$ cat config.mk
export PLATFORM = sky130hd
export DESIGN_NAME = cruise_controller_flat
export DESIGN_NICKNAME = d
export VERILOG_FILES = /design/src/rtl/cruise_controller_if.sv /design/src/rtl/cruise_controller.sv /design/src/flat_wrapper.sv
export SDC_FILE = /design/constraint.sdc
export NUM_CORES = 1
export LEC_CHECK = 0
export CORE_UTILIZATION = 55
export CTS_CLUSTER_DIAMETER = 30
export DETAILED_ROUTE_END_ITERATION = 7
export DONT_BUFFER_PORTS = 1
export PLACE_DENSITY = 0.7
export SYNTH_ARGS = -nofsm -noshare
export SYNTH_HDL_FRONTEND = slang
export SYNTH_SLANG_ARGS = --single-unit
$ cat constraint.sdc
create_clock -name clock -period 2.3 [get_ports clock]
set_input_delay 0.345 -clock clock [delete_from_list [all_inputs] [get_ports clock]]
set_output_delay 0.345 -clock clock [all_outputs]
set_load 0.01 [all_outputs]
$ cat src/rtl/cruise_controller_if.sv
// Bundles the cruise controller's driver-side commands, datapath feedback and controller outputs.
// The controller uses the slave modport; the driver/datapath side uses master.
interface cruise_controller_if;
    logic       on_off;
    logic       set_btn;
    logic       resume_btn;
    logic       inc_btn;
    logic       dec_btn;
    logic       brake;
    logic       cancel;
    logic [7:0] vfeli;
    logic       gt;
    logic       eq;
    logic       lt;
    logic [7:0] vout;
    logic [1:0] s;
    logic [7:0] vmatloob;
    logic       engaged;
    logic       throttle_up;
    logic       throttle_down;

    modport master (
        output on_off, set_btn, resume_btn, inc_btn, dec_btn, brake, cancel,
        output vfeli, gt, eq, lt, vout,
        input  s, vmatloob, engaged, throttle_up, throttle_down
    );

    modport slave (
        input  on_off, set_btn, resume_btn, inc_btn, dec_btn, brake, cancel,
        input  vfeli, gt, eq, lt, vout,
        output s, vmatloob, engaged, throttle_up, throttle_down
    );
endinterface

$ cat src/rtl/cruise_controller.sv
// Cruise control sequencer: holds the target speed, drives the external compare/step
// datapath through opcode s, and turns compare results into registered throttle requests.
module cruise_controller #(
    parameter logic [7:0] VMIN = 8'd30,
    parameter logic [7:0] VMAX = 8'd200
) (
    input  logic                clock,
    input  logic                reset,
    cruise_controller_if.slave  bus
);

    typedef enum logic [2:0] {
        OFF, IDLE, CMP, EVAL, INC, INC_WAIT, DEC, DEC_WAIT
    } state_t;

    state_t     state_reg, state_next;
    logic [1:0] s_reg, s_next;
    logic [7:0] vmatloob_reg, vmatloob_next;
    logic       engaged_reg, engaged_next;
    logic       throttle_up_reg, throttle_up_next;
    logic       throttle_down_reg, throttle_down_next;
    logic       valid_reg, valid_next;
    logic       pend_inc_reg, pend_inc_next;
    logic       pend_dec_reg, pend_dec_next;
    logic       in_range;

    assign in_range = (bus.vfeli >= VMIN) && (bus.vfeli <= VMAX);

    always_ff @(posedge clock) begin
        if (reset) begin
            state_reg         <= OFF;
            s_reg             <= 2'b00;
            vmatloob_reg      <= 8'd0;
            engaged_reg       <= 1'b0;
            throttle_up_reg   <= 1'b0;
            throttle_down_reg <= 1'b0;
            valid_reg         <= 1'b0;
            pend_inc_reg      <= 1'b0;
            pend_dec_reg      <= 1'b0;
        end else begin
            state_reg         <= state_next;
            s_reg             <= s_next;
            vmatloob_reg      <= vmatloob_next;
            engaged_reg       <= engaged_next;
            throttle_up_reg   <= throttle_up_next;
            throttle_down_reg <= throttle_down_next;
            valid_reg         <= valid_next;
            pend_inc_reg      <= pend_inc_next;
            pend_dec_reg      <= pend_dec_next;
        end
    end

    always_comb begin
        state_next         = state_reg;
        vmatloob_next      = vmatloob_reg;
        valid_next         = valid_reg;
        pend_inc_next      = pend_inc_reg;
        pend_dec_next      = pend_dec_reg;
        throttle_up_next   = throttle_up_reg;
        throttle_down_next = throttle_down_reg;
        s_next             = 2'b00;
        engaged_next       = 1'b0;

        if (!bus.on_off) begin
            state_next = OFF;
        end else if (engaged_reg && (bus.brake || bus.cancel)) begin
            state_next = IDLE;
        end else begin
            case (state_reg)
                OFF:  state_next = IDLE;
                IDLE: begin
                    if (bus.set_btn && in_range) begin
                        vmatloob_next = bus.vfeli;
                        valid_next    = 1'b1;
                        state_next    = CMP;
                    end else if (bus.resume_btn && valid_reg) begin
                        state_next    = CMP;
                    end
                end
                CMP:  state_next = EVAL;
                EVAL: begin
                    // Compare flags were registered by the datapath during CMP.
                    throttle_up_next   = bus.lt && !bus.eq;
                    throttle_down_next = bus.gt && !bus.eq;
                    state_next         = CMP;
                    if (pend_inc_reg && pend_dec_reg) begin
                        pend_inc_next = 1'b0;
                        pend_dec_next = 1'b0;
                    end else if (pend_inc_reg) begin
                        if (vmatloob_reg >= VMAX) pend_inc_next = 1'b0;
                        else                      state_next    = INC;
                    end else if (pend_dec_reg) begin
                        if (vmatloob_reg <= VMIN) pend_dec_next = 1'b0;
                        else                      state_next    = DEC;
                    end
                end
                INC:  state_next = INC_WAIT;
                DEC:  state_next = DEC_WAIT;
                INC_WAIT: begin
                    vmatloob_next = bus.vout;
                    pend_inc_next = 1'b0;
                    state_next    = CMP;
                end
                DEC_WAIT: begin
                    vmatloob_next = bus.vout;
                    pend_dec_next = 1'b0;
                    state_next    = CMP;
                end
                default: state_next = OFF;
            endcase
        end

        // New button pulses are ORed in after servicing so a press during a step is not lost.
        if (engaged_reg) begin
            pend_inc_next = pend_inc_next || bus.inc_btn;
            pend_dec_next = pend_dec_next || bus.dec_btn;
        end

        if (state_next == OFF || state_next == IDLE) begin
            pend_inc_next      = 1'b0;
            pend_dec_next      = 1'b0;
            throttle_up_next   = 1'b0;
            throttle_down_next = 1'b0;
        end
        if (state_next == OFF) begin
            valid_next = 1'b0;
        end

        case (state_next)
            CMP:     s_next = 2'b01;
            INC:     s_next = 2'b10;
            DEC:     s_next = 2'b11;
            default: s_next = 2'b00;
        endcase
        engaged_next = (state_next != OFF) && (state_next != IDLE);
    end

    assign bus.s             = s_reg;
    assign bus.vmatloob      = vmatloob_reg;
    assign bus.engaged       = engaged_reg;
    assign bus.throttle_up   = throttle_up_reg;
    assign bus.throttle_down = throttle_down_reg;

endmodule
$ cat src/flat_wrapper.sv
// flat-port wrapper written by rule: the top's interface ports become plain ports
module cruise_controller_flat 
#(
    parameter logic [7:0] VMIN = 8'd30,
    parameter logic [7:0] VMAX = 8'd200
)
  (clock, reset, bus_on_off, bus_set_btn, bus_resume_btn, bus_inc_btn, bus_dec_btn, bus_brake, bus_cancel, bus_vfeli, bus_gt, bus_eq, bus_lt, bus_vout, bus_s, bus_vmatloob, bus_engaged, bus_throttle_up, bus_throttle_down);
  cruise_controller_if bus_i ();
  input  logic clock;
  input  logic reset;
  input wire logic [$bits(bus_i.on_off)-1:0] bus_on_off;
  input wire logic [$bits(bus_i.set_btn)-1:0] bus_set_btn;
  input wire logic [$bits(bus_i.resume_btn)-1:0] bus_resume_btn;
  input wire logic [$bits(bus_i.inc_btn)-1:0] bus_inc_btn;
  input wire logic [$bits(bus_i.dec_btn)-1:0] bus_dec_btn;
  input wire logic [$bits(bus_i.brake)-1:0] bus_brake;
  input wire logic [$bits(bus_i.cancel)-1:0] bus_cancel;
  input wire logic [$bits(bus_i.vfeli)-1:0] bus_vfeli;
  input wire logic [$bits(bus_i.gt)-1:0] bus_gt;
  input wire logic [$bits(bus_i.eq)-1:0] bus_eq;
  input wire logic [$bits(bus_i.lt)-1:0] bus_lt;
  input wire logic [$bits(bus_i.vout)-1:0] bus_vout;
  output wire logic [$bits(bus_i.s)-1:0] bus_s;
  output wire logic [$bits(bus_i.vmatloob)-1:0] bus_vmatloob;
  output wire logic [$bits(bus_i.engaged)-1:0] bus_engaged;
  output wire logic [$bits(bus_i.throttle_up)-1:0] bus_throttle_up;
  output wire logic [$bits(bus_i.throttle_down)-1:0] bus_throttle_down;
  assign bus_i.on_off = bus_on_off;
  assign bus_i.set_btn = bus_set_btn;
  assign bus_i.resume_btn = bus_resume_btn;
  assign bus_i.inc_btn = bus_inc_btn;
  assign bus_i.dec_btn = bus_dec_btn;
  assign bus_i.brake = bus_brake;
  assign bus_i.cancel = bus_cancel;
  assign bus_i.vfeli = bus_vfeli;
  assign bus_i.gt = bus_gt;
  assign bus_i.eq = bus_eq;
  assign bus_i.lt = bus_lt;
  assign bus_i.vout = bus_vout;
  assign bus_s = bus_i.s;
  assign bus_vmatloob = bus_i.vmatloob;
  assign bus_engaged = bus_i.engaged;
  assign bus_throttle_up = bus_i.throttle_up;
  assign bus_throttle_down = bus_i.throttle_down;
  cruise_controller #(.VMIN(VMIN), .VMAX(VMAX)) u_core (.clock(clock), .reset(reset), .bus(bus_i));
endmodule
==> impl_metrics.json, run 1 <==
{
  "met3_usage": 0.07200,
  "ys_warn_count": 0,
  "routed_wl_mm": 2.236,
  "fillers": 169,
  "rsz0062_at_grt": "no",
  "yosys-mux-area-fraction": 0.08845,
  "grt_pass1_vias": 841,
  "grt_pass1_wl_mm": 3.553,
  "cts_root_buffer": "clkbuf_4",
  "cts_hold_buf": 0,
  "nets": 136,
  "synth-compound-area-share": 0.3157,
  "design_area_um2": 1045,
  "setup_viol": 0,
  "whs_ns": 0.09148,
  "hold_violations": 0,
  "layoutNonFillerInstCount": 132,
  "numCtsBuffers": 3,
  "synth_fp_nets": 135,
  "dieArea_um2": 2028,
  "ios": 41,
  "fin_total_pwr_mw": 0.5592,
  "place_congestion": 0.7692,
  "hold_path.class": "in -> reg",
  "cp-start-kind": "register",
  "synth_edf_count": 0,
  "grt_start_max_net_pins": 17,
  "multi_input_area_um2": 575.6,
  "clkSinkCount": 19,
  "crit_type": "reg -> reg",
  "core-area_um2": 1727,
  "crit_fanout": 5,
  "drv_cap": 0,
  "clock_skew_ns": 0.005748,
  "wl_per_cell_um": 16.94,
  "port_buffers": 0,
  "first_iter_violations": 27,
  "synth_top_family_by_area": "compound AO/OA/AOI/OAI gates",
  "grt.met2_usage": 0.3884,
  "grt_busiest_layer": "met2",
  "largest_reg_flops": 8,
  "grtUsageMet1": 0.2921,
  "critical_path_arrival_ns": 2.05,
  "utilization": 0.6051,
  "synthSimpleGateAreaFrac": 0.1609,
  "power.leakage_nw": 0.3148,
  "relSlewSlack": 0.6674,
  "via_per_inst": 6.795,
  "antenna_cells": 0,
  "synth_xor_area_frac": 0,
  "slew_viol_final": 0,
  "clock_latency_ns": 0.30,
  "period_share": 0.8072,
  "ir_drop_v": 0.0003445,
  "cts_tree": "built",
  "ant_nets": 0,
  "dp_hpwl_mm": 1.682,
  "synthCells": 107,
  "fin_ws_ns": 0.4434,
  "synthFlopType": "dfxtp_1",
  "seqCellArea_um2": 380.4,
  "dp.cells": 128,
  "via_count": 897,
  "die_h_um": 45.03,
  "cp.required_ns": 2.49,
  "drive_above_1_share": 0.1121,
  "antenna_found_initial": 0,
  "p_per_area_nw_per_um2": 535.2,
  "synth_seq_cells": 19,
  "cts-htree-levels": 1,
  "yosysSeqAreaShare": 0.3735,
  "max_freq_ghz": 0.5386,
  "syn2layout_area_growth_pct": 2.580,
  "endpoint_kind": "register",
  "status": "complete, no violations",
  "clk_pin_slew_ns": 0.11,
  "fp-row-count": 15,
  "setup_tns_ns": 0,
  "die_w_um": 45.03,
  "yosysUniqueCellTypes": 39,
  "cts_setup_buffers": 0,
  "max-clock-path-buffers": 2,
  "tightestPinTransition_ns": 0.4926,
  "start_util": 0.5899,
  "pre_cts_ws_ns": 0.4602,
  "async_flop_share": 0,
  "grt_overflow_total": 0,
  "min_period_ns": 1.857,
  "placed_area_um2": 1017,
  "synth_adder_area_share": 0,
  "cts_resized": 0,
  "avgSynthCellArea_um2": 9.518,
  "grt_usage": 0.2460,
  "synth_area_um2": 1018,
  "dr.pass1.iters": 5,
  "drc": 0
}
[synthesized netlist by cell type (2+ instances only)]
cell	count	area share
o22ai_1	2	0.012
nand2_1	4	0.015
a21oi_2	2	0.017
mux2i_1	9	0.088
nor2_1	9	0.033
nand2b_1	2	0.012
a31oi_1	3	0.018
clkbuf_1	2	0.0074
nor3_1	2	0.0098
nand3_1	3	0.015
a21o_1	2	0.015
inv_1	4	0.015
dfxtp_1	19	0.37
a21oi_1	11	0.054
nor3b_1	2	0.015
nand4_1	2	0.012
a311oi_2	2	0.029
a311oi_1	6	0.052
[cell families (layout without fill, tap and decap cells)]
logic type	count (synthesis)	count (layout)
buf+inv	10	10
compound gates	39	39
mux	9	9
flops	19	19
simple gates	30	30
[path summary, 6_finish.rpt]
kind                           from                      to  slack [ns]  cells past startpoint
min                           reset  u_core.bus.vmatloob[6]        0.09                      1
max          u_core.bus.vmatloob[3]     u_core.pend_inc_reg        0.44                      5
min reg2reg        u_core.valid_reg        u_core.valid_reg        0.51                      2
max reg2reg  u_core.bus.vmatloob[3]     u_core.pend_inc_reg        0.44                      5
[worst max-delay path, cell delays in order (launching register included)]
cell and delay (ns):
dfxtp_1 0.38, o311ai_0 0.50, and4_1 0.29, a2bb2oi_1 0.28
a21o_1 0.24, a21oi_1 0.06
[final cells by class]
type                            instances  area share
Tap cell                               25     0.02994
Inverter                                4     0.01437
Timing Repair Buffer                    2     0.01437
Clock inverter                          1    0.004790
Clock buffer                            3     0.02156
Sequential cell                        19      0.3641
Multi-Input combinational cell         78      0.5509
[where the power goes]
group          internal, mW  switching [mW]
sequential            0.335         0.00927
clock                0.0649           0.104
combinational        0.0201          0.0264
total                 0.420           0.140
[layer usage]
layer | up-vias | share of wire
met3 | 7 | 0.075
met2 | 41 | 0.48
met1 | 429 | 0.42
li1 | 420 | -
met4 | 0 | 0.024
met5 | - | 0
[cells in the final DEF (no fill, tap or decap), types with 3 or more instances in the layout]
cell      Yosys  layout
nand2_1       4       4
dfxtp_1      19      19
nor2_1        9       9
nand3_1       3       3
mux2i_1       9       9
inv_1         4       4
a31oi_1       3       3
a21oi_1      11      11
a311oi_1      6       6
clkbuf_4      0       3
No activity file was read; power rests on OpenSTA's default activity.
==> run 2, diff against run 1 <==
Clock period 2.3 ns to 1.9 ns, I/O delays scaled along.
==> run 2 against run 1 <==
Clock power rose by 22%. Maximum frequency up 10%. Register-to-register slack worse by 0.23 ns. Clock skew is 0.0030 ns higher. Core utilization up 1.7 points. Setup slack got worse by 0.23 ns. Power grew 21%. Critical path depth stayed put. Clock-buffer cell count is the same. Design area rose by 2.9%. Critical path type unchanged.
==> impl_metrics.json, run 2 (synthesis gave the netlist of run 1 again) <==
{
  "status": "complete, no violations",
  "core-area_um2": 1727,
  "endpoint_kind": "register",
  "wl_per_cell_um": 16.15,
  "tightestPinTransition_ns": 0.3812,
  "numCtsBuffers": 3,
  "place_congestion": 0.7925,
  "rrSetupSlack_ns": 0.21,
  "crit_slowest_cell": "dfxtp_1",
  "cts_root_buffer": "clkbuf_4",
  "nets": 140,
  "setup_viol": 0,
  "fillers": 174,
  "dp_hpwl_mm": 1.742,
  "drc": 0,
  "port_buffers": 0,
  "largest_reg_flops": 8,
  "antenna_cells": 0,
  "critical_path_arrival_ns": 1.88,
  "grt_start_max_net_pins": 17,
  "period_share": 0.8870,
  "dieArea_um2": 2028,
  "clock_latency_ns": 0.30,
  "die_w_um": 45.03,
  "multi_input_area_um2": 575.6,
  "max_freq_ghz": 0.5934,
  "routed_wl_mm": 2.196,
  "fin_total_pwr_mw": 0.6790,
  "rsz0062_at_grt": "no",
  "dp.cells": 132,
  "fin_ws_ns": 0.2148,
  "layoutNonFillerInstCount": 136,
  "syn2layout_area_growth_pct": 5.528,
  "grt_pass1_vias": 824,
  "hold_path.class": "in -> reg",
  "seqCellArea_um2": 380.4,
  "grt_pass1_wl_mm": 3.532,
  "drive_above_1_share": 0.1441,
  "via_count": 851,
  "hold_violations": 0,
  "cp-start-kind": "register",
  "cts-htree-levels": 1,
  "final_common_cell": "dfxtp_1",
  "via_per_inst": 6.257,
  "p_per_area_nw_per_um2": 631.8,
  "antenna_found_initial": 0,
  "ir_drop_v": 0.0004128,
  "cts_tree": "built",
  "min_period_ns": 1.685,
  "whs_ns": 0.03096,
  "start_util": 0.5899,
  "fp-row-count": 15,
  "setup_tns_ns": 0,
  "crit_fanout": 5,
  "clk_pin_slew_ns": 0.11,
  "ant_nets": 0,
  "max-clock-path-buffers": 2,
  "clock_skew_ns": 0.008771,
  "crit_type": "reg -> reg",
  "die_h_um": 45.03,
  "first_iter_violations": 11,
  "power.leakage_nw": 0.3385,
  "path_cells": "o311ai_1, and4_1, a2bb2oi_1, a21o_1, a21oi_1",
  "slew_viol_final": 0,
  "grt_usage": 0.2438,
  "pre_cts_ws_ns": 0.1344,
  "grt_overflow_total": 0,
  "dr.pass1.iters": 4,
  "relSlewSlack": 0.7437,
  "final_cell_mix": "dfxtp_1 (19), a21oi_1 (11), nor2_1 (9), mux2i_1 (9)",
  "clkSinkCount": 19,
  "ios": 41,
  "drv_cap": 0,
  "cp.required_ns": 2.09,
  "slowest_delay_ns": 0.38
}
## run 2: timing repair
action                                  CTS  global route
resized for setup                         0             1
endpoints found under the setup margin    0             4
setup buffers                             0             0
hold buffers                              0             0
## run 2: layout make-up
| type | count | area share |
|---|---|---|
| Tap cell | 25 | 0.02910 |
| Clock buffer | 3 | 0.02095 |
| Sequential cell | 19 | 0.3539 |
| Timing Repair Buffer | 6 | 0.04191 |
| Inverter | 4 | 0.01397 |
| Clock inverter | 1 | 0.004657 |
| Multi-Input combinational cell | 78 | 0.5355 |
## run 2: worst max-delay path, delay by kind of cell, from the launching register on
| family | cells | cell delay (ns) |
|---|---|---|
| AOI/OAI and AO/OA | 4 | 0.91 |
| DFF | 1 | 0.38 |
| and+or+nand+nor | 1 | 0.28 |
## run 2: path summary, 6_finish.rpt
| path | startpoint | endpoint | cells after the start |
|---|---|---|---|
| setup / recovery | u_core.bus.vmatloob[3] | u_core.pend_inc_reg | 5 |
| hold / removal | reset | u_core.bus.vmatloob[6] | 1 |
| setup reg to reg | u_core.bus.vmatloob[3] | u_core.pend_inc_reg | 5 |
| hold reg to reg | u_core.valid_reg | u_core.valid_reg | 2 |
## run 2: metal layers
layer | global-route usage | vias up | wire length (um)
li1 | - | 425 | -
met1 | 0.2801 | 397 | 952
met2 | 0.4203 | 25 | 1105
met3 | 0.06400 | 4 | 99
met4 | 0.1091 | 0 | 39
met5 | 0 | - | 0
## run 2: metrics by stage
step | util | instance area, um2
CTS | 0.6225 | 1075
detailed placement | 0.6065 | 1047
floorplan | - | 1018
finish | 0.6225 | 1075
global route | 0.6225 | 1075
global placement | 0.6065 | 1047
## run 2: report_power, final
part           internal, mW  switching [mW]  leakage, nW
sequential            0.405          0.0111        0.154
clock                0.0784           0.128       0.0177
combinational        0.0258          0.0308        0.167
total                 0.509           0.170        0.339
==> run 3, diff against run 2 <==
Settings changed: CTS_CLUSTER_SIZE set to 16, GPL_ROUTABILITY_DRIVEN set to 0.
==> results of run 3 <==
Final layout, timing and power as in run 2 (identical DEF).
==> variant 1 (config.mk and constraints of run 1) <==
Encoding of `state_t`: now one-hot (8 bits for 8 states).
--- a/src/rtl/cruise_controller.sv
+++ b/src/rtl/cruise_controller.sv
@@ -9,8 +9,8 @@
     cruise_controller_if.slave  bus
 );
 
-    typedef enum logic [2:0] {
-        OFF, IDLE, CMP, EVAL, INC, INC_WAIT, DEC, DEC_WAIT
+    typedef enum logic [7:0] {
+        OFF = 8'b00000001, IDLE = 8'b00000010, CMP = 8'b00000100, EVAL = 8'b00001000, INC = 8'b00010000, INC_WAIT = 8'b00100000, DEC = 8'b01000000, DEC_WAIT = 8'b10000000
     } state_t;
 
     state_t     state_reg, state_next;
Formal check against the unedited RTL: same outputs for any inputs over 10 cycles, from zero or initial values and one cycle with reset high; not proved beyond that.
==> variant 1 against run 1 <==
  * Non-clock buffer count rose by 4
  * Worst setup slack lost 0.21 ns
  * Die area rose by 35%
  * Area after synthesis grew 37%
  * Clock power rose by 35%
  * Largest power group unchanged
  * Cell area up 39%
  * Routed wire length up 46%
  * Power rose by 28%
  * Via count up 43%
  * Sequential cell count rose by 5
  * Critical endpoint is now u_core.pend_dec_reg
  * Critical path depth is the same
  * Sequential power is 24% higher
==> variant 1: results (changes against run 1) <==
Parameter                              Value

Run status
  Status ... complete, no violations

Yosys
  Most instantiated cells after synthesis ... 24 x dfxtp_1, 20 x nand2_1, 12 x nand3_1
  Top flip-flop cell by instance count after synthesis ... dfxtp_1
  Synthesis warning total ... 0 (unchanged)
  Sequential area share after synthesis ... 34.4% (-2.9 points)
  Top area cells in the synthesized netlist ... dfxtp_1 34%, nand2_1 5.4%, nand3b_1 4.8%
  Distinct cell type count after synthesis ... 47 (+21%)
  Post-Synthesis Cells ... 159 (+49%)
  Net count of the mapped netlist ... 187 (+39%)

Timing
  Worst rel slew slack ... 41.1% (-26 points)
  Worst setup skew after layout ... 0.00345 ns (-0.00230 ns)

Cells and area
  Layout cells sized above 1 ... 13.1% (+1.9 points)
  Antenna diode instance count ... 0 (unchanged)
  Number of nets in the layout ... 189 (+39%)

Clocking
  Clk pin slew, worst setup/hold paths ... 0.14 ns (+0.03 ns)
  Total number of clock tree sinks ... 24 (+5)
  H-tree depth ... 1 (unchanged)
  CTS-repair resized insts ... 0 (unchanged)
  Clock latency reported for the late side of the worst-skew pair ... 0.32 ns (+0.02 ns)

Routing
  Detail Route met3 WL ... 230 µm (+38%)
  Highest routed metal layer ... met4
  Total routed wire length on the met1 layer ... 1460 µm (+55%)
  Count of routing violations after the opening detailed-route iteration ... 36 (+33%)
  Total routed wirelength ... 3260 µm (+46%)
  Amount of wire on met2 after detailed routing ... 1510 µm (+41%)
  Total via count after detailed routing ... 1285 (+43%)
  Routed via count divided by cell count ... 6.84 (+0.58%)

GRT
  Total global-route track usage ... 24.9% (+0.31 points)
  GR met3 Demand/Resource ... 4.93% (-2.3 points)
  Number of global-route vias before repair ... 1052 (+25%)
  Met2 Resource Use GR ... 36.5% (-2.3 points)
  Met1 Usage GRT ... 35.1% (+5.9 points)
  Wire length of the first global-routing pass ... 4950 µm (+39%)

Critical path
  Slowest cell on crit path ... or4_4
  Startpoint of the worst-slack reg-to-reg timing path ... u_core.state_reg[0]
  R2r worst-path depth ... 5 (unchanged)
  Critical path class ... flip-flop to flip-flop
  Critical-path maximum fanout ... 7 (+2)
  Largest stage delay, worst path ... 0.61 ns (+0.11 ns)
  Kind of cell with the highest combined delay on the critical path ... simple AND/OR/NAND/NOR gates
  Data arrival time of the worst path ... 2.31 ns (+0.26 ns)

Placed design
  Placed instance count ... 184 (+44%)
  Number of input and output port buffers inserted ... 0 (unchanged)
  Global placer's final weighted congestion ... 0.776 (+0.94%)
  Sum of net half-perimeters after detailed placement ... 2490 µm (+48%)

Hold path
  Class of the worst hold path ... input port to flip-flop

Floorplanning
  Total core area ... 0.00230 mm² (+33%)

Power and ir drop
  Peak VDD IR ... 379 µV (+10%)
  Lkg Pwr ... 0.409 nW (+30%)
variant 1: cell types whose count changed in the layout (fill, tap and decap cells not counted), moves of 9 or more:
cell / before / now
nand3b_1: 0 / 9
a21oi_1: 11 / 1
nand3_1: 3 / 12
nand2_1: 4 / 20
mux2i_1: 9 / 0
variant 1: kinds of logic (layout without fill, tap and decap cells):
| kind of cell | after synthesis | count (layout) | share of synthesized area (%) |
|---|---|---|---|
| xor+xnor | 3 | 3 | 1.88 |
| mux | 1 | 1 | 0.806 |
| buf+inv | 10 | 11 | 4.75 |
| simple gates | 86 | 86 | 39.3 |
| compound gates | 35 | 35 | 18.8 |
| flops | 24 | 24 | 34.4 |
variant 1: stage by stage:
| stage | setup WS [ns] | hold WS (ns) | area (µm²) |
|---|---|---|---|
| 5_1_grt | 0.0991 | 0.0516 | 1450 |
| 4_1_cts | 0.228 | 0.0741 | 1450 |
| 2_1_floorplan | 0.267 | 0.473 | 1400 |
| 3_3_place_gp | 0.330 | 0.418 | 1410 |
| 6_report | 0.234 | 0.0766 | 1450 |
| 3_5_place_dp | 0.249 | 0.419 | 1410 |
variant 1: layout make-up:
class	count	area [µm²]
tap	28	35.0
clock buffer	4	36.3
sequential	24	480
multi-input combinational	125	850
fill	210	847
inverter	1	3.75
timing repair buffer	6	45.0
variant 1: report_power, final:
group / total (W) / switching [W] / internal [W]
Combinational: 0.0000582 / 0.0000362 / 0.0000220
Clock: 0.000228 / 0.000132 / 0.0000968
Sequential: 0.000428 / 0.00000735 / 0.000420
variant 1: path summary, 6_finish.rpt:
kind / to / slack, ns
worst max register to register: u_core.pend_dec_reg / 0.23
worst min register to register: u_core.bus.throttle_down / 0.52
worst max-delay path: u_core.pend_dec_reg / 0.23
worst min-delay path: u_core.bus.vmatloob[6] / 0.08
==> variant 2 (settings of run 1) <==
Made on the original files. `VMAX` is set to 8'd200 in 2 places; all go to 8'd150.
--- a/src/rtl/cruise_controller.sv
+++ b/src/rtl/cruise_controller.sv
@@ -2,7 +2,7 @@
 // datapath through opcode s, and turns compare results into registered throttle requests.
 module cruise_controller #(
     parameter logic [7:0] VMIN = 8'd30,
-    parameter logic [7:0] VMAX = 8'd200
+    parameter logic [7:0] VMAX = 8'd150
 ) (
     input  logic                clock,
     input  logic                reset,
--- a/src/flat_wrapper.sv
+++ b/src/flat_wrapper.sv
@@ -2,7 +2,7 @@
 module cruise_controller_flat 
 #(
     parameter logic [7:0] VMIN = 8'd30,
-    parameter logic [7:0] VMAX = 8'd200
+    parameter logic [7:0] VMAX = 8'd150
 )
   (clock, reset, bus_on_off, bus_set_btn, bus_resume_btn, bus_inc_btn, bus_dec_btn, bus_brake, bus_cancel, bus_vfeli, bus_gt, bus_eq, bus_lt, bus_vout, bus_s, bus_vmatloob, bus_engaged, bus_throttle_up, bus_throttle_down);
   cruise_controller_if bus_i ();
Behaviour: not the same (a bounded check fails within 4 cycles, from zero or initial values and one cycle with reset high).
==> variant 2 against run 1 <==
  * Clock skew shrank 0.0027 ns
  * Maximum frequency down 2.8%
  * Sequential cell count stayed put
  * Cell area increased by 1.6%
  * Area after synthesis is 0.49% higher
  * Cell count increased by 2.3%
  * Global-route usage down 2.4 points
  * Routed wire length down 5.4%
  * Power fell by 2.9%
  * Via count fell by 3.9%
  * Worst setup slack worse by 0.054 ns
  * Non-clock buffer count unchanged
  * Hold slack better by 0.021 ns
  * Highest routed layer unchanged
==> variant 2: results (changes against run 1) <==
Parameter                              Value

Run status
  Status ... complete, no violations

Yosys
  Compound-cell area share of the yosys netlist ... 31.5% (-0.032 points)
  Fraction of synthesis flops using an asynchronous set or reset pin ... 0% (unchanged)
  Arithmetic-cell share of the synthesized area counting full adders, half adders and majority gates ... 0% (unchanged)
  Proportion of synthesized area in mux cells ... 7.82% (-1.0 points)
  Post-Synthesis Cells ... 110 (+2.8%)
  Top area cells in the synthesized netlist ... dfxtp_1 37%, mux2i_1 7.8%, a21oi_1 7.3%
  Net count of the mapped netlist ... 138 (+2.2%)
  Sequential area share after synthesis ... 37.2% (-0.18 points)
  Post-synthesis share of cell area spent on xor and xnor gates ... 0.856% (+0.86 points)
  Most instantiated cells after synthesis ... 19 x dfxtp_1, 15 x a21oi_1, 9 x a211oi_1
  Distinct cell type count after synthesis ... 37 (-5.1%)

Power and ir drop
  Net load switching power ... 0.000126 W (-9.8%)
  Lkg Pwr ... 0.418 nW (+33%)
  Peak VDD IR ... 324 µV (-5.9%)

Timing
  Worst rel slew slack ... 60.7% (-6.1 points)
  Worst setup skew after layout ... 0.00300 ns (-0.00275 ns)
  Min Hold Slack ... 0.113 ns (+0.0214 ns)

Critical path
  Reg-to-reg setup timing slack ... 0.39 ns (-0.05 ns)
  R2r worst-path depth ... 5 (unchanged)
  Startpoint of the worst-slack reg-to-reg timing path ... u_core.state_reg[1]
  Data arrival time of the worst path ... 2.13 ns (+0.08 ns)
  Critical-path maximum fanout ... 8 (+3)
  Worst R2R End ... u_core.pend_inc_reg
  Largest stage delay, worst path ... 0.54 ns (+0.04 ns)
  Slowest cell on crit path ... dfxtp_1

GRT
  Initial antenna violation count ... 0 (unchanged)
  Number of global-route vias before repair ... 807 (-4.0%)
  Wire length of the first global-routing pass ... 3330 µm (-6.2%)
  Total global-route track usage ... 22.2% (-2.4 points)
  Pin count of the biggest net entering global routing ... 15 (-2)

Hold path
  Start point of the worst hold path ... reset
  Hold-critical path endpoint ... u_core.bus.vmatloob[3]
  Class of the worst hold path ... input port to flip-flop
  Min-Delay Path Depth ... 1 (unchanged)

Placed design
  Number of input and output port buffers inserted ... 0 (unchanged)
  Placed instance count ... 131 (+2.3%)
  Placed Instance Area ... 0.00103 mm² (+1.6%)
  Global placer's final weighted congestion ... 0.866 (+13%)
  Sum of net half-perimeters after detailed placement ... 1650 µm (-2.2%)
  Worst setup slack after placement ... 0.420 ns (-0.0397 ns)

Clocking
  Clk pin slew, worst setup/hold paths ... 0.10 ns
  Maximum clock insertion buffer count ... 2 (unchanged)
  Clock latency reported for the late side of the worst-skew pair ... 0.29 ns

Routing
  Detail-routed net length per standard cell ... 15.7 µm (-7.5%)
  Total via count after detailed routing ... 862 (-3.9%)
  Count of routing violations after the opening detailed-route iteration ... 17 (-37%)
  Total routed wirelength ... 2120 µm (-5.4%)
  DR pass1 iterations ... 4 (-1)

Cells and area
  Antenna diode instance count ... 0 (unchanged)
  Flip-flop count of the largest register, all copies and words added ... 8 (unchanged)
  Number of fillers in the final layout ... 174 (+3.0%)
  Layout cells sized above 1 ... 11.8% (+0.60 points)
## variant 2: cell type report
type | count | area [µm²] | share of cell area, %
Timing Repair Buffer | 2 | 15.0 | 1.42
Multi-Input combinational cell | 80 | 588 | 55.4
Clock inverter | 1 | 5.00 | 0.472
Inverter | 5 | 18.8 | 1.77
Sequential cell | 19 | 380 | 35.8
Clock buffer | 3 | 22.5 | 2.12
Tap cell | 25 | 31.3 | 2.95
## variant 2: power by group through the flow
stage,Clock [W],Sequential [W],Combinational (W)
final,0.000161,0.000343,0.0000384
after global routing,0.000186,0.000344,0.0000419
after CTS,0.000168,0.000343,0.0000383
after detailed placement,0,0.000351,0.0000381
after global placement,0,0.000351,0.0000378
after floorplan,0,0.000348,0.0000323
## variant 2: cell families (layout without fill, tap and decap cells)
kind of cell           after synthesis  after routing
AO/OA/AOI/OAI                       42             42
XOR/XNOR                             1              1
buffers and inverters               11             11
flip-flops                          19             19
AND/OR/NAND/NOR                     29             29
multiplexers                         8              8
## variant 2: worst max path at each step
stage | cells past startpoint | start | endpoint | slack, ns
after floorplan | 7 | u_core.state_reg[2] | u_core.pend_dec_reg | 0.56
after global routing | 5 | u_core.state_reg[1] | u_core.bus.throttle_up | 0.29
final | 5 | u_core.state_reg[1] | u_core.pend_inc_reg | 0.39
after global placement | 5 | u_core.state_reg[1] | u_core.pend_dec_reg | 0.48
after detailed placement | 5 | u_core.state_reg[1] | u_core.pend_dec_reg | 0.42
after CTS | 5 | u_core.state_reg[1] | u_core.pend_inc_reg | 0.40
## variant 2: metal layers
layer	global-route usage, %	part of all wire (%)	vias up
met1	27.5	45	400
li1	-	-	424
met5	0	0	-
met2	38.0	48	36
met4	7.27	0.43	0
met3	4.80	7.2	2
